`src/rtl/sync_master.sv`:
```
// ---------------------------------------------------------------------------
// sync_master
//
// Runs a chain of four-phase sync/ack handshakes with a slave. The first word
// sent is the seed; each later word is the previous slave reply, resized to
// the slave input width. The run ends after n_iter complete handshakes, or it
// aborts when a handshake phase waits TIMEOUT cycles without a response.
//
// Ports
//   clock        sole clock, rising edge
//   reset        synchronous, active-high
//   start        run request, only looked at while idle
//   n_iter       number of chained transactions, captured with start
//   seed         first word for the slave, captured with start
//   busy         high while a run is in progress
//   done         one-cycle pulse when a run ends (normal or aborted)
//   timeout_err  set by an aborted run, held until the next accepted start
//   result       last word captured from the slave
//   iter_count   completed transactions in the current or last run
//   sync         handshake request to the slave
//   ack          handshake acknowledge from the slave
//   slave_din    word presented to the slave
//   slave_dout   word returned by the slave
// ---------------------------------------------------------------------------
module sync_master #(
    parameter int IN_WIDTH  = 32,
    parameter int OUT_WIDTH = 32,
    parameter int CNT_WIDTH = 16,
    parameter int TIMEOUT   = 255
) (
    input  logic                 clock,
    input  logic                 reset,
    input  logic                 start,
    input  logic [CNT_WIDTH-1:0] n_iter,
    input  logic [IN_WIDTH-1:0]  seed,
    output logic                 busy,
    output logic                 done,
    output logic                 timeout_err,
    output logic [OUT_WIDTH-1:0] result,
    output logic [CNT_WIDTH-1:0] iter_count,
    output logic                 sync,
    input  logic                 ack,
    output logic [IN_WIDTH-1:0]  slave_din,
    input  logic [OUT_WIDTH-1:0] slave_dout
);

    // Wide enough to hold the value TIMEOUT itself.
    localparam int WAIT_WIDTH = (TIMEOUT < 1) ? 1 : $clog2(TIMEOUT + 1);
    localparam logic [WAIT_WIDTH-1:0] WAIT_LIMIT = WAIT_WIDTH'(TIMEOUT);

    typedef enum logic [1:0] {
        IDLE  = 2'd0,
        REQ   = 2'd1,
        REL   = 2'd2,
        ABORT = 2'd3
    } state_t;

    state_t                state;
    state_t                state_next;
    logic [CNT_WIDTH-1:0]  n_target;
    logic [CNT_WIDTH-1:0]  n_target_next;
    logic [CNT_WIDTH-1:0]  iter_count_next;
    logic [CNT_WIDTH-1:0]  iter_inc;
    logic [OUT_WIDTH-1:0]  result_next;
    logic [IN_WIDTH-1:0]   slave_din_next;
    logic                  timeout_err_next;
    logic                  done_next;
    logic [WAIT_WIDTH-1:0] wait_cnt;
    logic [WAIT_WIDTH-1:0] wait_next;
    logic [WAIT_WIDTH-1:0] wait_inc;

    // sync is only ever high in REQ, so it can never overlap a cycle in
    // which REL or ABORT is looking for ack to go low.
    assign sync     = (state == REQ);
    assign busy     = (state != IDLE);
    assign iter_inc = iter_count + CNT_WIDTH'(1);
    assign wait_inc = wait_cnt + WAIT_WIDTH'(1);

    // State and datapath registers. Reset wins over every other input.
    always_ff @(posedge clock) begin
        if (reset) begin
            state       <= IDLE;
            n_target    <= '0;
            iter_count  <= '0;
            result      <= '0;
            slave_din   <= '0;
            timeout_err <= 1'b0;
            done        <= 1'b0;
            wait_cnt    <= '0;
        end else begin
            state       <= state_next;
            n_target    <= n_target_next;
            iter_count  <= iter_count_next;
            result      <= result_next;
            slave_din   <= slave_din_next;
            timeout_err <= timeout_err_next;
            done        <= done_next;
            wait_cnt    <= wait_next;
        end
    end

    // Next-state and next-datapath logic. slave_din is only reloaded on the
    // transitions into REQ, which keeps it constant while sync is high.
    // In REQ and REL an arriving response takes priority over the timeout.
    always_comb begin
        state_next       = state;
        n_target_next    = n_target;
        iter_count_next  = iter_count;
        result_next      = result;
        slave_din_next   = slave_din;
        timeout_err_next = timeout_err;
        done_next        = 1'b0;
        wait_next        = wait_cnt;

        case (state)
            IDLE: begin
                if (start) begin
                    iter_count_next  = '0;
                    timeout_err_next = 1'b0;
                    if (n_iter != '0) begin
                        n_target_next  = n_iter;
                        slave_din_next = seed;
                        wait_next      = '0;
                        state_next     = REQ;
                    end else begin
                        // Empty run: the seed is the answer.
                        result_next = OUT_WIDTH'(seed);
                        done_next   = 1'b1;
                    end
                end
            end

            REQ: begin
                if (ack) begin
                    result_next = slave_dout;
                    wait_next   = '0;
                    state_next  = REL;
                end else if (wait_inc == WAIT_LIMIT) begin
                    timeout_err_next = 1'b1;
                    state_next       = ABORT;
                end else begin
                    wait_next = wait_inc;
                end
            end

            REL: begin
                if (!ack) begin
                    iter_count_next = iter_inc;
                    if (iter_inc == n_target) begin
                        done_next  = 1'b1;
                        state_next = IDLE;
                    end else begin
                        // Chain the reply back in as the next request word.
                        slave_din_next = IN_WIDTH'(result);
                        wait_next      = '0;
                        state_next     = REQ;
                    end
                end else if (wait_inc == WAIT_LIMIT) begin
                    timeout_err_next = 1'b1;
                    state_next       = ABORT;
                end else begin
                    wait_next = wait_inc;
                end
            end

            ABORT: begin
                // Leave only once the slave has released ack, so the next
                // run starts from a clean handshake.
                if (!ack) begin
                    done_next  = 1'b1;
                    state_next = IDLE;
                end
            end

            default: begin
                state_next = IDLE;
            end
        endcase
    end

endmodule

```
`config.mk`:
```
export PLATFORM = sky130hd
export DESIGN_NAME = sync_master
export DESIGN_NICKNAME = d
export VERILOG_FILES = /design/src/rtl/sync_master.sv
export SDC_FILE = /design/constraint.sdc
export NUM_CORES = 1
export LEC_CHECK = 0
export CAP_MARGIN = 5
export CORE_MARGIN = 2
export CORE_UTILIZATION = 52
export CTS_CLUSTER_SIZE = 30
export DETAILED_ROUTE_END_ITERATION = 10
export GPL_TIMING_DRIVEN = 0
export HOLD_SLACK_MARGIN = 0.05
export PLACE_DENSITY = 0.88
export SLEW_MARGIN = 20
export SYNTH_ARGS = -nofsm -noshare
export SYNTH_HDL_FRONTEND = slang
export SYNTH_SLANG_ARGS = --single-unit
```
`constraint.sdc`:
```
create_clock -name clock -period 6.8 [get_ports clock]
set_input_delay 1.36 -clock clock [delete_from_list [all_inputs] [get_ports clock]]
set_output_delay 1.36 -clock clock [all_outputs]
set_load 0.05 [all_outputs]
```
==> flow_summary.yaml <==
placement:
  portBuffers: 166
  placed_area_sq_mm: 0.00786
  gp_congestion: 0.973
  hpwl_microns: 14000
timing:
  fin_crit_sh_pct: 57.8
  final_hold_viol_count: 0
  worst-slew-pin-transition_ps: 881
  setup_viol: 0
  drv_slew: 0
  max-slew-margin-rel_pct: 40.7
  fin_tns_setup_ps: 0
  fin_skew_ps: 6.63
  min_period_ps: 3930
  clock.fmax_mhz: 254
  rsz0062_at_grt: "false"
layout:
  diodes: 0
  final_cell_area_sq_mm: 0.00817
  drive_above_1_share_pct: 5.23
  fillCellCount: 862
  final_core_util_pct: 71.9
  final_nets: 1004
  area_growth_pct: 35.9
floorplanning:
  fp.coreArea_sq_mm: 0.0114
  die_x_microns: 112
  die_y_microns: 112
  ioPinCount: 168
  die_area_sq_mm: 0.0124
  rows: 39
  start_util_pct: 52.9
routing:
  drtIter0Drc: 734
  antenna_left: 0
  routedWlPerCell_microns: 18.3
  num_vias: 6591
  vias_per_cell: 6.22
  firstDrtPassIters: 5
  drc_errors: 0
  routed_wl_microns: 19400
yosys:
  synth_cells: 735
  yosysMostFrequentCell: "dfxtp_1"
  synth_area_leader_cell: "dfxtp_1"
  ys_seq_area_share_pct: 36.0
  yosysTopAreaCellShare_pct: 36.0
  synthTopCellsByCount: "dfxtp_1, a21oi_1, nand2_1"
  syn_nets: 827
  ys_types: 58
  yosys_register_bits: 108
  synth_warnings: 0
  ys_async_sr_fraction_pct: 0
  synthFlopType: "dfxtp_1"
  synth_area_sq_mm: 0.00601
  synth-edff-count: 0
  synth_area_leaders: "dfxtp_1, mux2i_1, a21oi_1"
  syn_area_per_cell_sq_um: 8.18
grt:
  grt_pass1_vias: 6051
  grt_first_pass_wirelength_microns: 31000
  grt_remaining_overflow: 0
  grtUsageTotal_pct: 30.4
  antenna_found_initial: 0
  grt_max_degree: 20
worst_hold_path:
  hold_path_class: "reg2reg"
worst_setup_path:
  start_kind: "input port"
  critPathMaxFanout: 10
  end_kind: "flop"
  crit_top_cell: "clkbuf_1"
  arrival_ps: 4210
  path_buf_inv: 3
  crit_required_ps: 7070
  max_stage_delay_ps: 620
  slowest_stage: "nor3_2"
  cp_top_family: "simple AND/OR/NAND/NOR gates"
  worst-setup-path-type: "in2reg"
  worstPathCellList: "clkdlybuf4s50_1 -> nor4_1 -> and4_1 -> clkbuf_1 -> a21oi_1 -> nor3_2 -> clkbuf_1 -> nor2_1 -> a211oi_1"
run:
  cap_violations: 0
clocking:
  post_cts_buffers: 0
  htree_num_levels: 3
  clk_pin_slew_ps: 80
  cts_made_buffers: 9
  clock_sinks: 108
  ctsRootBufferMaster: "clkbuf_16"
  clockBufferDepth: 2
  hold_buffers: 0
  insertion_delay_ps: 360
  cts_tree: "done"
  cts.repair.resized: 0
run_status:
  status: "completed"
power_and_ir_drop:
  max-vdd-ir-drop_mv: 0.194
  p_leak_nw: 2.97
  p_per_area_mw_per_mm2: 257
==> final timing paths <==
check | start | end | slack (ps) | depth (start not counted)
setup reg to reg | iter_count[0] | slave_din[14] | 3550 | 9
setup / recovery | n_iter[2] | result[3] | 2870 | 9
hold reg to reg | slave_din[8] | slave_din[8] | 490 | 1
hold / removal | slave_din[8] | slave_din[8] | 490 | 1
==> routing by layer <==
layer  track usage [%]  routed length [microns]
met1              40.4                     8160
met2              47.0                     8480
met3              7.46                     1950
met4              13.4                      824
met5                 0                        0
==> area by class of cell <==
type                       count  area [sq um]  area share (%)
timing repair buffer         166          1660            20.3
inverter                       9          33.8           0.413
multi-input combinational    558          3530            43.3
clock buffer                   9           225            2.76
sequential                   108          2160            26.5
clock inverter                 7          82.6            1.01
buffer                        60           293            3.58
tap                          143           179            2.19
==> power by group <==
part	switching (W)	internal [W]	total [W]
clock	0.000268	0.000293	0.000560
combinational	0.000488	0.000286	0.000774
sequential	0.0000612	0.000708	0.000769
total	0.000817	0.00129	0.00210
==> stage by stage <==
step                hold WS, ps  power [W]  instances  setup slack (ps)
floorplan                   480    0.00127        735              3530
detailed placement          470    0.00155       1044              2570
CTS                         492    0.00209       1060              2920
finish                      492    0.00210       1060              2870
global placement            468    0.00154       1044              2320
global route                507    0.00218       1060              2670
==> flip-flops by register name (all words and copies together) (netlist names) <==
signal / flops
result: 32
slave_din: 32
iter_count: 16
n_target: 16
wait_cnt: 8
state: 2
done: 1
timeout_err: 1
==> logic make-up (layout without fill, tap and decap cells) <==
group                      count (synthesis)  after routing  share of synthesized area (%)
xor gates and xnor gates                  20             20                           2.91
adders and majority gates                  8              8                           1.66
AOI/OAI and AO/OA                        211            211                           24.0
muxes                                     48             48                           7.99
buffers and inverters                     69            251                           5.43
and+or+nand+nor                          271            271                           22.1
DFF                                      108            108                           36.0
==> worst register-to-register path: cells and delay by family (launching register included) <==
| kind | cells | cell delay (ps) |
|---|---|---|
| fa+ha+maj | 1 | 330 |
| flops | 1 | 540 |
| compound gates | 3 | 740 |
| simple gates | 4 | 1390 |
| buf+inv | 1 | 200 |
==> cells in the final DEF, fill, tap and decap left out, types with 3 or more instances in the layout <==
cell             Yosys  layout
buf_6                7       7
buf_2                9       9
a22oi_1              3       3
and4_1               4       4
inv_1                7       7
nand2_1             84      84
nand3_1             42      42
buf_1                3       3
a31oi_1              4       4
a311oi_1             6       6
nand4_1              9       9
mux2i_1             48      48
xor2_1               5       5
ha_1                 8       8
nor2b_1              3       3
a32o_1               5       5
a221o_1             32      32
clkbuf_1            40      40
o21ai_0             17      17
nor2_1              74      74
and2_1               4       4
dfxtp_1            108     108
nor4_1              12      12
clkdlybuf4s50_1      0     166
a21oi_1             85      85
and3_1               4       4
nor3_1              18      16
xnor2_1             15      15
a211oi_1            36      36
o21a_1               3       3
clkbuf_16            0       9
(Power assumes the default switching activity.)
